$ cat src/rtl/scan_dump_ctrl.sv
`default_nettype none
// ============================================================================
// Module   : scan_dump_ctrl
// Purpose  : Multi-chain scan unload controller; packs chain bits into 32-bit
//            words and streams them to the pre-wrapper DFT interface.
// Revision : 1.0 - initial release
// ============================================================================
module scan_dump_ctrl #(
  parameter int          P_NBR_CHAINS = 1,
  parameter int          P_CHAIN_LEN  = 32,
  parameter logic [26:0] P_DUMP_NBR   = 27'd1
) (
  input  logic                    clk,
  input  logic                    reset,
  input  logic                    recirc_en,
  input  logic [P_NBR_CHAINS-1:0] scan_out,
  output logic [P_NBR_CHAINS-1:0] scan_in,
  output logic                    ex_sen,
  input  logic                    dft_val_op,
  output logic                    dft_op_ack,
  output logic [31:0]             dft_output_data,
  output logic                    dft_output_strobe,
  output logic                    dft_op_commit,
  input  logic                    dft_commit_ack
);

  localparam int                 c_IDX_W    = (P_NBR_CHAINS > 1) ? $clog2(P_NBR_CHAINS) : 1;
  localparam logic [10:0]        c_LEN      = 11'(P_CHAIN_LEN);
  localparam logic [10:0]        c_LAST_BIT = 11'(P_CHAIN_LEN - 1);
  localparam logic [c_IDX_W-1:0] c_LAST_CH  = c_IDX_W'(P_NBR_CHAINS - 1);

  typedef enum logic [2:0] {
    S_IDLE   = 3'd0,
    S_ACK    = 3'd1,
    S_SHIFT  = 3'd2,
    S_EMIT   = 3'd3,
    S_COMMIT = 3'd4
  } state_t;

  state_t               r_state;
  state_t               w_state_nxt;
  logic                 r_recirc;
  logic [10:0]          r_bit_cnt;
  logic [26:0]          r_dump_cnt;
  logic [c_IDX_W-1:0]   r_ch_idx;
  logic [31:0]          r_word_buf [P_NBR_CHAINS];
  logic [31:0]          r_last_data;
  logic [31:0]          w_emit_word;
  logic                 w_word_end;
  logic                 w_emit_last;
  logic                 w_dump_end;
  logic                 w_more_dumps;

  // r_bit_cnt is the index of the bit being captured this SHIFT cycle
  assign w_word_end   = (r_bit_cnt[4:0] == 5'd31) || (r_bit_cnt == c_LAST_BIT);
  assign w_emit_last  = (r_ch_idx == c_LAST_CH);
  assign w_dump_end   = (r_bit_cnt == c_LEN);
  assign w_more_dumps = ((r_dump_cnt + 27'd1) < P_DUMP_NBR);

  assign scan_in = r_recirc ? scan_out : '0;

  always_comb begin
    w_emit_word = '0;
    for (int i = 0; i < P_NBR_CHAINS; i++) begin
      if (r_ch_idx == c_IDX_W'(i)) begin
        w_emit_word = r_word_buf[i];
      end
    end
  end

  // Word is valid in the same cycle as its strobe, then held afterwards
  assign dft_output_data = (r_state == S_EMIT) ? w_emit_word : r_last_data;

  always_ff @(posedge clk or posedge reset) begin
    if (reset) begin
      r_state <= S_IDLE;
    end else begin
      r_state <= w_state_nxt;
    end
  end

  always_comb begin
    w_state_nxt       = r_state;
    ex_sen            = 1'b0;
    dft_op_ack        = 1'b0;
    dft_output_strobe = 1'b0;
    dft_op_commit     = 1'b0;
    case (r_state)
      S_IDLE: begin
        if (dft_val_op) begin
          w_state_nxt = S_ACK;
        end
      end
      S_ACK: begin
        dft_op_ack  = 1'b1;
        w_state_nxt = S_SHIFT;
      end
      S_SHIFT: begin
        ex_sen = 1'b1;
        if (w_word_end) begin
          w_state_nxt = S_EMIT;
        end
      end
      S_EMIT: begin
        dft_output_strobe = 1'b1;
        if (w_emit_last) begin
          w_state_nxt = (w_dump_end && !w_more_dumps) ? S_COMMIT : S_SHIFT;
        end
      end
      S_COMMIT: begin
        dft_op_commit = 1'b1;
        if (dft_commit_ack) begin
          w_state_nxt = S_IDLE;
        end
      end
      default: begin
        w_state_nxt = S_IDLE;
      end
    endcase
  end

  always_ff @(posedge clk or posedge reset) begin
    if (reset) begin
      r_recirc    <= 1'b0;
      r_bit_cnt   <= '0;
      r_dump_cnt  <= '0;
      r_ch_idx    <= '0;
      r_last_data <= '0;
      for (int i = 0; i < P_NBR_CHAINS; i++) begin
        r_word_buf[i] <= '0;
      end
    end else begin
      case (r_state)
        S_IDLE: begin
          if (dft_val_op) begin
            r_recirc   <= recirc_en;
            r_bit_cnt  <= '0;
            r_dump_cnt <= '0;
            r_ch_idx   <= '0;
            for (int i = 0; i < P_NBR_CHAINS; i++) begin
              r_word_buf[i] <= '0;
            end
          end
        end
        S_SHIFT: begin
          for (int i = 0; i < P_NBR_CHAINS; i++) begin
            r_word_buf[i][r_bit_cnt[4:0]] <= scan_out[i];
          end
          r_bit_cnt <= r_bit_cnt + 11'd1;
        end
        S_EMIT: begin
          r_last_data <= w_emit_word;
          if (w_emit_last) begin
            // Clearing keeps the unused upper bits of a partial word at zero
            r_ch_idx <= '0;
            for (int i = 0; i < P_NBR_CHAINS; i++) begin
              r_word_buf[i] <= '0;
            end
            if (w_dump_end) begin
              r_bit_cnt  <= '0;
              r_dump_cnt <= r_dump_cnt + 27'd1;
            end
          end else begin
            r_ch_idx <= r_ch_idx + c_IDX_W'(1);
          end
        end
        default: begin
        end
      endcase
    end
  end

endmodule
`default_nettype wire

$ cat config.mk
export PLATFORM = sky130hd
export DESIGN_NAME = scan_dump_ctrl
export DESIGN_NICKNAME = d
export VERILOG_FILES = /design/src/rtl/scan_dump_ctrl.sv
export SDC_FILE = /design/constraint.sdc
export NUM_CORES = 1
export LEC_CHECK = 0
export ABC_AREA = 1
export CAP_MARGIN = 0
export CORE_ASPECT_RATIO = 0.75
export CORE_MARGIN = 2
export CORE_UTILIZATION = 30
export DETAILED_ROUTE_END_ITERATION = 8
export PLACE_DENSITY = 0.51
export SETUP_SLACK_MARGIN = 0.1
export SYNTH_ARGS = -nofsm -noshare
export SYNTH_HDL_FRONTEND = slang
export SYNTH_SLANG_ARGS = --single-unit
$ cat constraint.sdc
create_clock -name clk -period 2.82 [get_ports clk]
set_input_delay 0.282 -clock clk [delete_from_list [all_inputs] [get_ports clk]]
set_output_delay 0.282 -clock clk [all_outputs]
set_load 0.03 [all_outputs]
==> results of run 1 <==
==> flip-flops by register name, summed over array words and instances (netlist names) <==
signal / cells
r_bit_cnt: 11
r_dump_cnt: 27
r_last_data: 32
r_recirc: 1
r_state: 3
r_word_buf: 32
==> power breakdown <==
part,switching [W],leakage (nW),internal (W)
logic,0.00112,1.48,0.000443
registers,0.0000880,1.47,0.00164
clock network,0.000587,0.133,0.000629
==> cell families after synthesis <==
group | after synthesis | share of synthesized area (%)
mux | 1 | 0.202
xor+xnor | 7 | 1.10
simple gates | 407 | 31.1
fa+ha+maj | 6 | 1.35
compound gates | 111 | 11.9
buf+inv | 92 | 6.70
flops | 106 | 47.7
==> placed cells by master (no fill, tap or decap), types with 7 or more instances in the layout <==
cell type        instances
nand2_1                282
nor2_1                  57
o21ai_0                 48
inv_1                   61
nor3_1                   9
clkbuf_16                9
nor2_4                   7
a21oi_1                  9
o31ai_1                 26
o22ai_1                  7
clkdlybuf4s50_1         33
nand3_1                 21
dfrtp_1                106
xor2_1                   7
buf_4                   16
nand2_2                 10
o21ai_1                 14
==> metal layers <==
metal  part of all wire, %  vias up  track usage [%]  routed length, um
li1                      -     2425                -                  -
met1                    57     2118             23.4               7810
met2                    39       73             19.8               5300
met3                   3.1       10             2.89                422
met4                  0.81        0             3.18                111
met5                     0        -                0                  0
==> tightest hold or removal path, delay by kind of cell <==
family	cells	cell delay, ns
buffers and inverters	3	0.98
==> area by class of cell <==
cell class / instances / area (um2)
fill: 1938 / 11800
sequential: 106 / 2650
multi-input combinational: 532 / 2540
timing repair buffer: 51 / 482
tap: 247 / 309
inverter: 69 / 268
clock buffer: 11 / 243
clock inverter: 5 / 37.5
==> cells in the mapped netlist, drive strengths merged <==
| library cell | n |
|---|---|
| a21oi | 9 |
| a22o | 1 |
| a32o | 5 |
| and2 | 2 |
| and3 | 1 |
| buf | 7 |
| clkbuf | 16 |
| clkinv | 2 |
| dfrtp | 106 |
| ha | 6 |
| inv | 67 |
| mux2 | 1 |
| nand2 | 294 |
| nand3 | 23 |
| nand4 | 6 |
| nor2 | 70 |
| nor3 | 10 |
| nor3b | 1 |
| o21ai | 63 |
| o22ai | 7 |
| o31ai | 26 |
| xor2 | 7 |
==> worst min-delay path by stage <==
stage | endpoint | startpoint | slack, ns | depth (start not counted)
after floorplan | r_recirc | recirc_en | 0.43 | 1
after global placement | r_last_data[29] | r_last_data[29] | 0.46 | 2
after detailed placement | r_last_data[16] | r_last_data[16] | 0.46 | 2
after CTS | r_last_data[2] | reset | 0.48 | 3
after global routing | r_last_data[21] | r_last_data[21] | 0.50 | 2
final | r_last_data[2] | reset | 0.45 | 3
==> metrics by stage <==
step                      hold WS [ns]  instances  utilization [%]  setup slack [ns]
after global placement           0.460       1005             34.0             0.517
after detailed placement         0.465       1005             34.0             0.508
after floorplan                  0.432        730                -             0.934
after CTS                        0.482       1021             35.6             0.114
after global routing             0.499       1021             35.6             0.139
final                            0.448       1021             35.6             0.339
==> flow_metrics.env, run 1 <==
export IMPL_core_area_um2=18300
export IMPL_p_leak_nw=3.08
export IMPL_worst_path_largest_cell_delay_ns=0.67
export IMPL_cts_root_buf="clkbuf_16"
export IMPL_place_area_um2=6250
export IMPL_die_area_um2=19700
export IMPL_crit_chain="inv_1, nor2_2, nand2_2, buf_6, nand2_1, nand2_1, clkdlybuf4s50_1"
export IMPL_grt_pass1_vias=4308
export IMPL_dp_hpwl_um=9390
export IMPL_numCtsBuffers=9
export IMPL_grt_first_pass_wirelength_um=22900
export IMPL_synthTopCellsByArea="dfrtp_1, nand2_1, o21ai_0, inv_1, nor2_1"
export IMPL_cts_setup_buffers=0
export IMPL_worst_ep_arrival_time_ns=2.20
export IMPL_diodes=0
export IMPL_clock_latency_ns=0.35
export IMPL_finalNetCount=781
export IMPL_hp_class="in -> async"
export IMPL_drt_initial_drc_count=270
export IMPL_synth_cells=730
export IMPL_postCtsHoldBufs=0
export IMPL_setup_viol=0
export IMPL_cts_max_level=3
export IMPL_pin_count=43
export IMPL_place_congestion=0.799
export IMPL_critical_path_class="reg -> out"
export IMPL_cp_common_cell="nand2_1"
export IMPL_fin_skew_ns=0.00902
export IMPL_grt_overflow=0
export IMPL_reg2reg_slack_ns=0.78
export IMPL_r2r_start="r_bit_cnt[0]"
export IMPL_status="finished clean"
export IMPL_syn_to_final_growth_pct=17.4
export IMPL_cts_max_path_buffers=2
export IMPL_stdcell_area_um2=6530
export IMPL_start_util_pct=30.3
export IMPL_wirelength_um=13600
export IMPL_fin_crit_sh_pct=88.0
export IMPL_cp_data_required_time_ns=2.54
export IMPL_worstSetupStartpoint="r_state[1]"
export IMPL_endpoint_kind="output port"
export IMPL_grt_usage_pct=14.6
export IMPL_crit_buf_inv=3
export IMPL_cts_resized=0
export IMPL_hold_violations=0
export IMPL_drc=0
export IMPL_ys_seq_area_share_pct=47.7
export IMPL_relSlewSlack_pct=60.0
export IMPL_yosysTopAreaCell="dfrtp_1"
export IMPL_wl_per_cell_um=13.4
export IMPL_dr_pass1_iters=5
export IMPL_clock_fmax_mhz=403
export IMPL_drv_cap=0
export IMPL_rsz0062_at_grt="false"
export IMPL_r2r_cells=9
export IMPL_worstReg2RegEnd="r_dump_cnt[26]"
export IMPL_fin_tns_setup_ns=0
export IMPL_die_y_um=122
export IMPL_power_density_nw_per_um2=689
export IMPL_antenna_found_initial=0
export IMPL_slew_violations=0
export IMPL_avgSynthCellArea_um2=7.63
export IMPL_grt_max_degree=107
export IMPL_synth_cell_types=36
export IMPL_synth_top_cell_area_share_pct=47.7
export IMPL_rows=43
export IMPL_netlist_area_um2=5570
export IMPL_worstSetupPathDepth=7
export IMPL_critPathMaxFanout=32
export IMPL_worstMarginPinSlew_ns=0.600
export IMPL_cts_sinks=106
export IMPL_vias_per_cell=4.53
export IMPL_synth_warnings=0
export IMPL_path_clk_slew_ns=0.07
export IMPL_ir_drop_mv=0.279
export IMPL_die_w_um=161
export IMPL_power_total_w=0.00450
export IMPL_slowest_stage="clkdlybuf4s50_1"
export IMPL_drive_above_1_share_pct=8.91
export IMPL_cp_top_family="buffers and inverters"
export IMPL_cts_tree="done"
export IMPL_drtAntennaViolNets=0
export IMPL_num_vias=4626
export IMPL_endpoint="dft_output_data[11]"
export IMPL_layout_min_cycle_time_ns=2.48
export IMPL_io_buffers=42
export IMPL_ys_seq_elements=106
export IMPL_syn_num_nets=742
export IMPL_critPathLaunchType="register"
No activity file was read; power rests on OpenSTA's default activity.
==> run 2: changes to the inputs <==
CAP_MARGIN = 20   (was 0)
==> results of run 2 <==
No change in the layout: final DEF, timing and power equal those of run 1.
